===== config.mk =====
export PLATFORM = sky130hd
export DESIGN_NAME = uart_tx_sched
export DESIGN_NICKNAME = d
export VERILOG_FILES = /design/src/rtl/uart_tx_sched_pkg.sv /design/src/rtl/uart_tx_sched_rr_arb2.sv /design/src/rtl/uart_tx_sched.sv
export SDC_FILE = /design/constraint.sdc
export NUM_CORES = 1
export LEC_CHECK = 0
export ABC_AREA = 1
export BUFFER_PORTS_ARGS = -buffer_cell sky130_fd_sc_hd__buf_2
export CAP_MARGIN = 20
export CELL_PAD_IN_SITES_DETAIL_PLACEMENT = 2
export CELL_PAD_IN_SITES_GLOBAL_PLACEMENT = 2
export CORE_MARGIN = 3
export CORE_UTILIZATION = 27
export DETAILED_ROUTE_END_ITERATION = 10
export PLACE_DENSITY_LB_ADDON = 0.05
export SYNTH_ARGS = -nofsm -noshare
export SYNTH_HDL_FRONTEND = slang
export SYNTH_SLANG_ARGS = --single-unit

===== constraint.sdc =====
create_clock -name i_CLK -period 3 [get_ports i_CLK]
set_input_delay 0.6 -clock i_CLK [delete_from_list [all_inputs] [get_ports i_CLK]]
set_output_delay 0.6 -clock i_CLK [all_outputs]
set_load 0.02 [all_outputs]

===== src/rtl/uart_tx_sched_pkg.sv =====
// Shared types and constants for the uart_tx_sched frame scheduler.
// UART_TX_SCHED_CKSUM_EN adds the CKSUM state that appends an XOR checksum byte.
package uart_tx_sched_pkg;
  localparam int BYTE_W        = 8;
  localparam int MAX_BYTES_DEF = 4;

  typedef enum logic [2:0] {
    ST_IDLE    = 3'd0,
    ST_SEND    = 3'd1,
    ST_WAIT_HI = 3'd2,
    ST_WAIT_LO = 3'd3
`ifdef UART_TX_SCHED_CKSUM_EN
    , ST_CKSUM = 3'd4
`endif
  } state_t;
endpackage


===== src/rtl/uart_tx_sched_rr_arb2.sv =====
// Two-way round-robin arbiter: combinational grant, pointer registered on each grant.
module rr_arb2 (
  input  logic i_CLK,
  input  logic i_RST,
  input  logic req0,
  input  logic req1,
  input  logic en,
  output logic gnt_any,
  output logic gnt_id
);
  // ptr_q names the requester that wins a tie; 0 after reset
  logic ptr_q;

  always_comb begin
    gnt_any = req0 | req1;
    gnt_id  = (req0 & req1) ? ptr_q : req1;
  end

  always_ff @(posedge i_CLK) begin
    if (i_RST)
      ptr_q <= 1'b0;
    else if (en && gnt_any)
      ptr_q <= ~gnt_id;
  end
endmodule


===== src/rtl/uart_tx_sched.sv =====
// Round-robin frame scheduler feeding uart_tx one byte at a time, MSB first.
// Optional UART_TX_SCHED_CKSUM_EN appends the XOR of the payload bytes to each frame.
module uart_tx_sched
  import uart_tx_sched_pkg::*;
#(
  parameter int DATA_W    = 32,
  parameter int MAX_BYTES = MAX_BYTES_DEF,
  parameter int LEN_W     = 3
) (
  input  logic              i_CLK,
  input  logic              i_RST,
  input  logic              i_REQ0_VALID,
  input  logic [DATA_W-1:0] i_REQ0_DATA,
  input  logic [LEN_W-1:0]  i_REQ0_LEN,
  output logic              o_REQ0_READY,
  input  logic              i_REQ1_VALID,
  input  logic [DATA_W-1:0] i_REQ1_DATA,
  input  logic [LEN_W-1:0]  i_REQ1_LEN,
  output logic              o_REQ1_READY,
  output logic              o_Tx_DV,
  output logic [BYTE_W-1:0] o_Tx_Byte,
  input  logic              i_Tx_Done,
  output logic              o_BUSY,
  output logic              o_GRANT_ID,
  output logic [2:0]        o_DBG_STATE
);
  // Requesters: VALID held until a one-cycle READY pulse; DATA/LEN stable meanwhile.
  // uart_tx: o_Tx_DV is a one-cycle strobe; i_Tx_Done high then low completes a byte.
  localparam logic [LEN_W-1:0] MAX_LEN = LEN_W'(MAX_BYTES);

  state_t              state_q, state_d;
  logic                ready0_q, ready1_q, grant_id_q;
  logic [BYTE_W-1:0]   tx_byte_q;
  logic [DATA_W-1:0]   sh_q;
  logic [LEN_W-1:0]    rem_q;
  logic                v0_m, v1_m, arb_en, gnt_any, gnt_id, grant;
  logic [DATA_W-1:0]   data_sel, aligned;
  logic [LEN_W-1:0]    len_sel, len_sat;
  logic                tx_dv, load_next;
`ifdef UART_TX_SCHED_CKSUM_EN
  logic [BYTE_W-1:0]   cksum_q;
  logic                ck_sent_q, load_ck;
`endif

  // A requester still holding VALID during its READY cycle must not be regranted
  assign v0_m   = i_REQ0_VALID & ~ready0_q;
  assign v1_m   = i_REQ1_VALID & ~ready1_q;
  assign arb_en = (state_q == ST_IDLE);
  assign grant  = arb_en & gnt_any;

  rr_arb2 u_arb (
    .i_CLK   (i_CLK),
    .i_RST   (i_RST),
    .req0    (v0_m),
    .req1    (v1_m),
    .en      (arb_en),
    .gnt_any (gnt_any),
    .gnt_id  (gnt_id)
  );

  // Left-align the low LEN bytes so bytes always leave from the top of sh_q
  always_comb begin
    data_sel = gnt_id ? i_REQ1_DATA : i_REQ0_DATA;
    len_sel  = gnt_id ? i_REQ1_LEN : i_REQ0_LEN;
    len_sat  = (len_sel > MAX_LEN) ? MAX_LEN : len_sel;
    aligned  = data_sel << (BYTE_W * (MAX_BYTES - int'(len_sat)));
  end

  always_ff @(posedge i_CLK) begin
    if (i_RST) state_q <= ST_IDLE;
    else       state_q <= state_d;
  end

  always_comb begin
    state_d   = state_q;
    tx_dv     = 1'b0;
    load_next = 1'b0;
`ifdef UART_TX_SCHED_CKSUM_EN
    load_ck   = 1'b0;
`endif
    case (state_q)
      ST_IDLE:    if (grant && len_sat != '0) state_d = ST_SEND;
      ST_SEND: begin
        tx_dv   = 1'b1;
        state_d = ST_WAIT_HI;
      end
      ST_WAIT_HI: if (i_Tx_Done) state_d = ST_WAIT_LO;
      ST_WAIT_LO: begin
        if (!i_Tx_Done) begin
          if (rem_q != '0) begin
            state_d   = ST_SEND;
            load_next = 1'b1;
          end else begin
`ifdef UART_TX_SCHED_CKSUM_EN
            if (!ck_sent_q) begin
              state_d = ST_CKSUM;
              load_ck = 1'b1;
            end else begin
              state_d = ST_IDLE;
            end
`else
            state_d = ST_IDLE;
`endif
          end
        end
      end
`ifdef UART_TX_SCHED_CKSUM_EN
      ST_CKSUM: begin
        tx_dv   = 1'b1;
        state_d = ST_WAIT_HI;
      end
`endif
      default:    state_d = ST_IDLE;
    endcase
  end

  always_ff @(posedge i_CLK) begin
    if (i_RST) begin
      ready0_q   <= 1'b0;
      ready1_q   <= 1'b0;
      grant_id_q <= 1'b0;
      tx_byte_q  <= '0;
      sh_q       <= '0;
      rem_q      <= '0;
`ifdef UART_TX_SCHED_CKSUM_EN
      cksum_q    <= '0;
      ck_sent_q  <= 1'b0;
`endif
    end else begin
      ready0_q <= grant & ~gnt_id;
      ready1_q <= grant & gnt_id;
      if (grant) begin
        grant_id_q <= gnt_id;
        sh_q       <= aligned << BYTE_W;
        rem_q      <= (len_sat != '0) ? len_sat - LEN_W'(1) : '0;
        // A zero-length frame leaves the last transmitted byte on o_Tx_Byte
        if (len_sat != '0) tx_byte_q <= aligned[DATA_W-1 -: BYTE_W];
`ifdef UART_TX_SCHED_CKSUM_EN
        cksum_q    <= aligned[DATA_W-1 -: BYTE_W];
        ck_sent_q  <= 1'b0;
`endif
      end
      if (load_next) begin
        tx_byte_q <= sh_q[DATA_W-1 -: BYTE_W];
        sh_q      <= sh_q << BYTE_W;
        rem_q     <= rem_q - LEN_W'(1);
`ifdef UART_TX_SCHED_CKSUM_EN
        cksum_q   <= cksum_q ^ sh_q[DATA_W-1 -: BYTE_W];
`endif
      end
`ifdef UART_TX_SCHED_CKSUM_EN
      if (load_ck) begin
        tx_byte_q <= cksum_q;
        ck_sent_q <= 1'b1;
      end
`endif
    end
  end

  assign o_REQ0_READY = ready0_q;
  assign o_REQ1_READY = ready1_q;
  assign o_Tx_DV      = tx_dv;
  assign o_Tx_Byte    = tx_byte_q;
  assign o_BUSY       = (state_q != ST_IDLE);
  assign o_GRANT_ID   = grant_id_q;
  assign o_DBG_STATE  = state_q;
endmodule


==> run metrics <==
final instance area 3850 um^2; final period utilization 0.881; top cells by area, synth dfxtp_1 26%, nand2_1 21%, nand3_1 14%; die area 12900 um^2; CP Launch Type input port; layout cells sized above 1 0.224; Clock transition at path regs 0.06 ns; share of the synthesized area in the top cell type 0.262; Hold Path Class flop to flop; CTS hold repair buffers 0; Post-Place Cells 731; post-route insts no fill 739; Synthesized Nets 598; Post-Synthesis Cells 513; final net count 683; Die Width 114 um; Congestion Overflow GR 0; number of inserted diodes 0; drt drc 0; pre-CTS WS 0.0167 ns; DRT iter0 DRCs 103; drt first pass iters 4; dominant cell type by area after synthesis dfxtp_1; min setup slack post-route 0.358 ns; RSZ-0062 raised after global routing no; post-CTS sizing 0; DIE HEIGHT 114 um; TritonCTS Sinks 41; critical path fanouts, max 5; Hold WS 0.467 ns; ANT nets after route 0; maximum clock rate 0.379 GHz; postcts setup bufs 0; CP required 3.22 ns; initial antenna violation count 0; crit end category flop; total chip power 2.85 mW; fin crit period 2.64 ns; area delta synth->final 23.0%; DR WL/cell 16.7 um; outcome complete, no violations; crit path DAT 2.86 ns; worst skew pair latency 0.29 ns; vias in the first global route 3944; sequential share of the synthesized area 0.262; flops & latches, synth 41; synth warn 0; LEAKAGE 1.97 nW; Final Util 0.348; Port Buffers 89; Worst IR Drop VDD 0.000335 V; leading cell types in the layout, fill and taps excluded 176 x nand2_1, 89 x buf_2, 88 x nand3_1; clock root buffer clkbuf_16; reg2reg setup slack 0.39 ns; synthesized area per cell 6.11 um^2; Power Dens Cells 739 nW/um^2; Syn Std Cell Area 3130 um^2; commonest non-fill, non-tap cell in the layout nand2_1; fin. max-slew vios 0; max-cap viol count 0; CTS tree done; Post-DP HPWL 9810 um; initial core utilization 0.283; Fin. Hold Viols 0; Layout fillers 1406; Post-DP Area 3700 um^2; total track usage 0.197; Distinct cells, synth 30; largest net degree at the start of global routing 33; H-Tree Level Count 2; via count 3620; overall routed net length 12300 um; Core ar. 11100 um^2; Worst Skew 0.00339 ns; GPL Wtd Cong 0.778; CTS max path bufs 2; final setup fails 0; TritonCTS Buffers 5; vias per std cell 4.90; setup TNS 0 ns; Setup Crit Path Kind input port to flop; Row Count 38; first-pass GRT wire length 20300 um; I/O pin count 91
power by group:
part,total (mW),switching [mW],internal [mW]
clock network,0.565,0.233,0.331
logic,1.55,1.03,0.521
registers,0.734,0.0624,0.672
critical path, cell delays in order:
cell and delay, ns:
buf_2 0.09, nand2_1 0.10, inv_2 0.07, nand2_2 0.12, nand2_1 0.15, nand2_8 0.09, inv_1 0.05, nor2_1 0.17
inv_1 0.07, ha_1 0.20, ha_1 0.29, nand2_2 0.11, nor2_1 0.20, buf_4 0.17, nand3_1 0.11, nand2_1 0.10
nand2_1 0.05, a21oi_1 0.11
registers in the layout, indices dropped and copies added, names as in the netlist:
name	cells
o_GRANT_ID	1
rem_q	3
o_REQ1_READY	1
o_REQ0_READY	1
o_DBG_STATE	2
sh_q	24
u_arb.ptr_q	1
o_Tx_Byte	8
Yosys cell counts, drive strengths merged:
cell and number:
a211oi 2, a21oi 30, a31oi 8, buf 21, clkbuf 9, conb 1
dfxtp 41, ha 10, inv 72, mux2i 2, nand2 182, nand3 91
nand3b 1, nand4 1, nor2 13, nor3 2, o211ai 4, o21ai 23
layer usage:
metal  global-route usage  part of all wire
met4               0.0264            0.0049
met5                    0                 0
met1                0.231              0.42
met3               0.0308             0.034
met2                0.380              0.54
kinds of logic (layout without fill, tap and decap cells):
family / count (synthesis) / count (layout) / share of synthesized area
and+or+nand+nor: 290 / 290 / 0.419
buffers and inverters: 102 / 188 / 0.157
AOI/OAI and AO/OA: 67 / 67 / 0.115
DFF: 41 / 41 / 0.262
adders and majority gates: 10 / 10 / 0.0399
muxes: 2 / 2 / 0.00639
other: 1 / 1 / 0.00120
final timing paths:
path,start,endpoint,depth (start not counted)
setup / recovery,i_REQ1_VALID,sh_q[28]$_SDFFE_PP0P_,18
setup reg to reg,o_REQ1_READY$_SDFF_PP0_,sh_q[28]$_SDFFE_PP0P_,18
hold reg to reg,o_GRANT_ID$_SDFFE_PP0P_,o_GRANT_ID$_SDFFE_PP0P_,2
hold / removal,o_GRANT_ID$_SDFFE_PP0P_,o_GRANT_ID$_SDFFE_PP0P_,2
final cells by class:
type                    instances  area, um^2  area share
multi-input cells             370        1820       0.473
inverters                      72         270      0.0701
well taps                     140         175      0.0455
clock inverters                 2        13.8     0.00357
repair buffers                108         613       0.159
clock buffers                   6         139      0.0360
flip-flops and latches         41         821       0.213
Note: power is estimated with default switching activity, not from simulation.
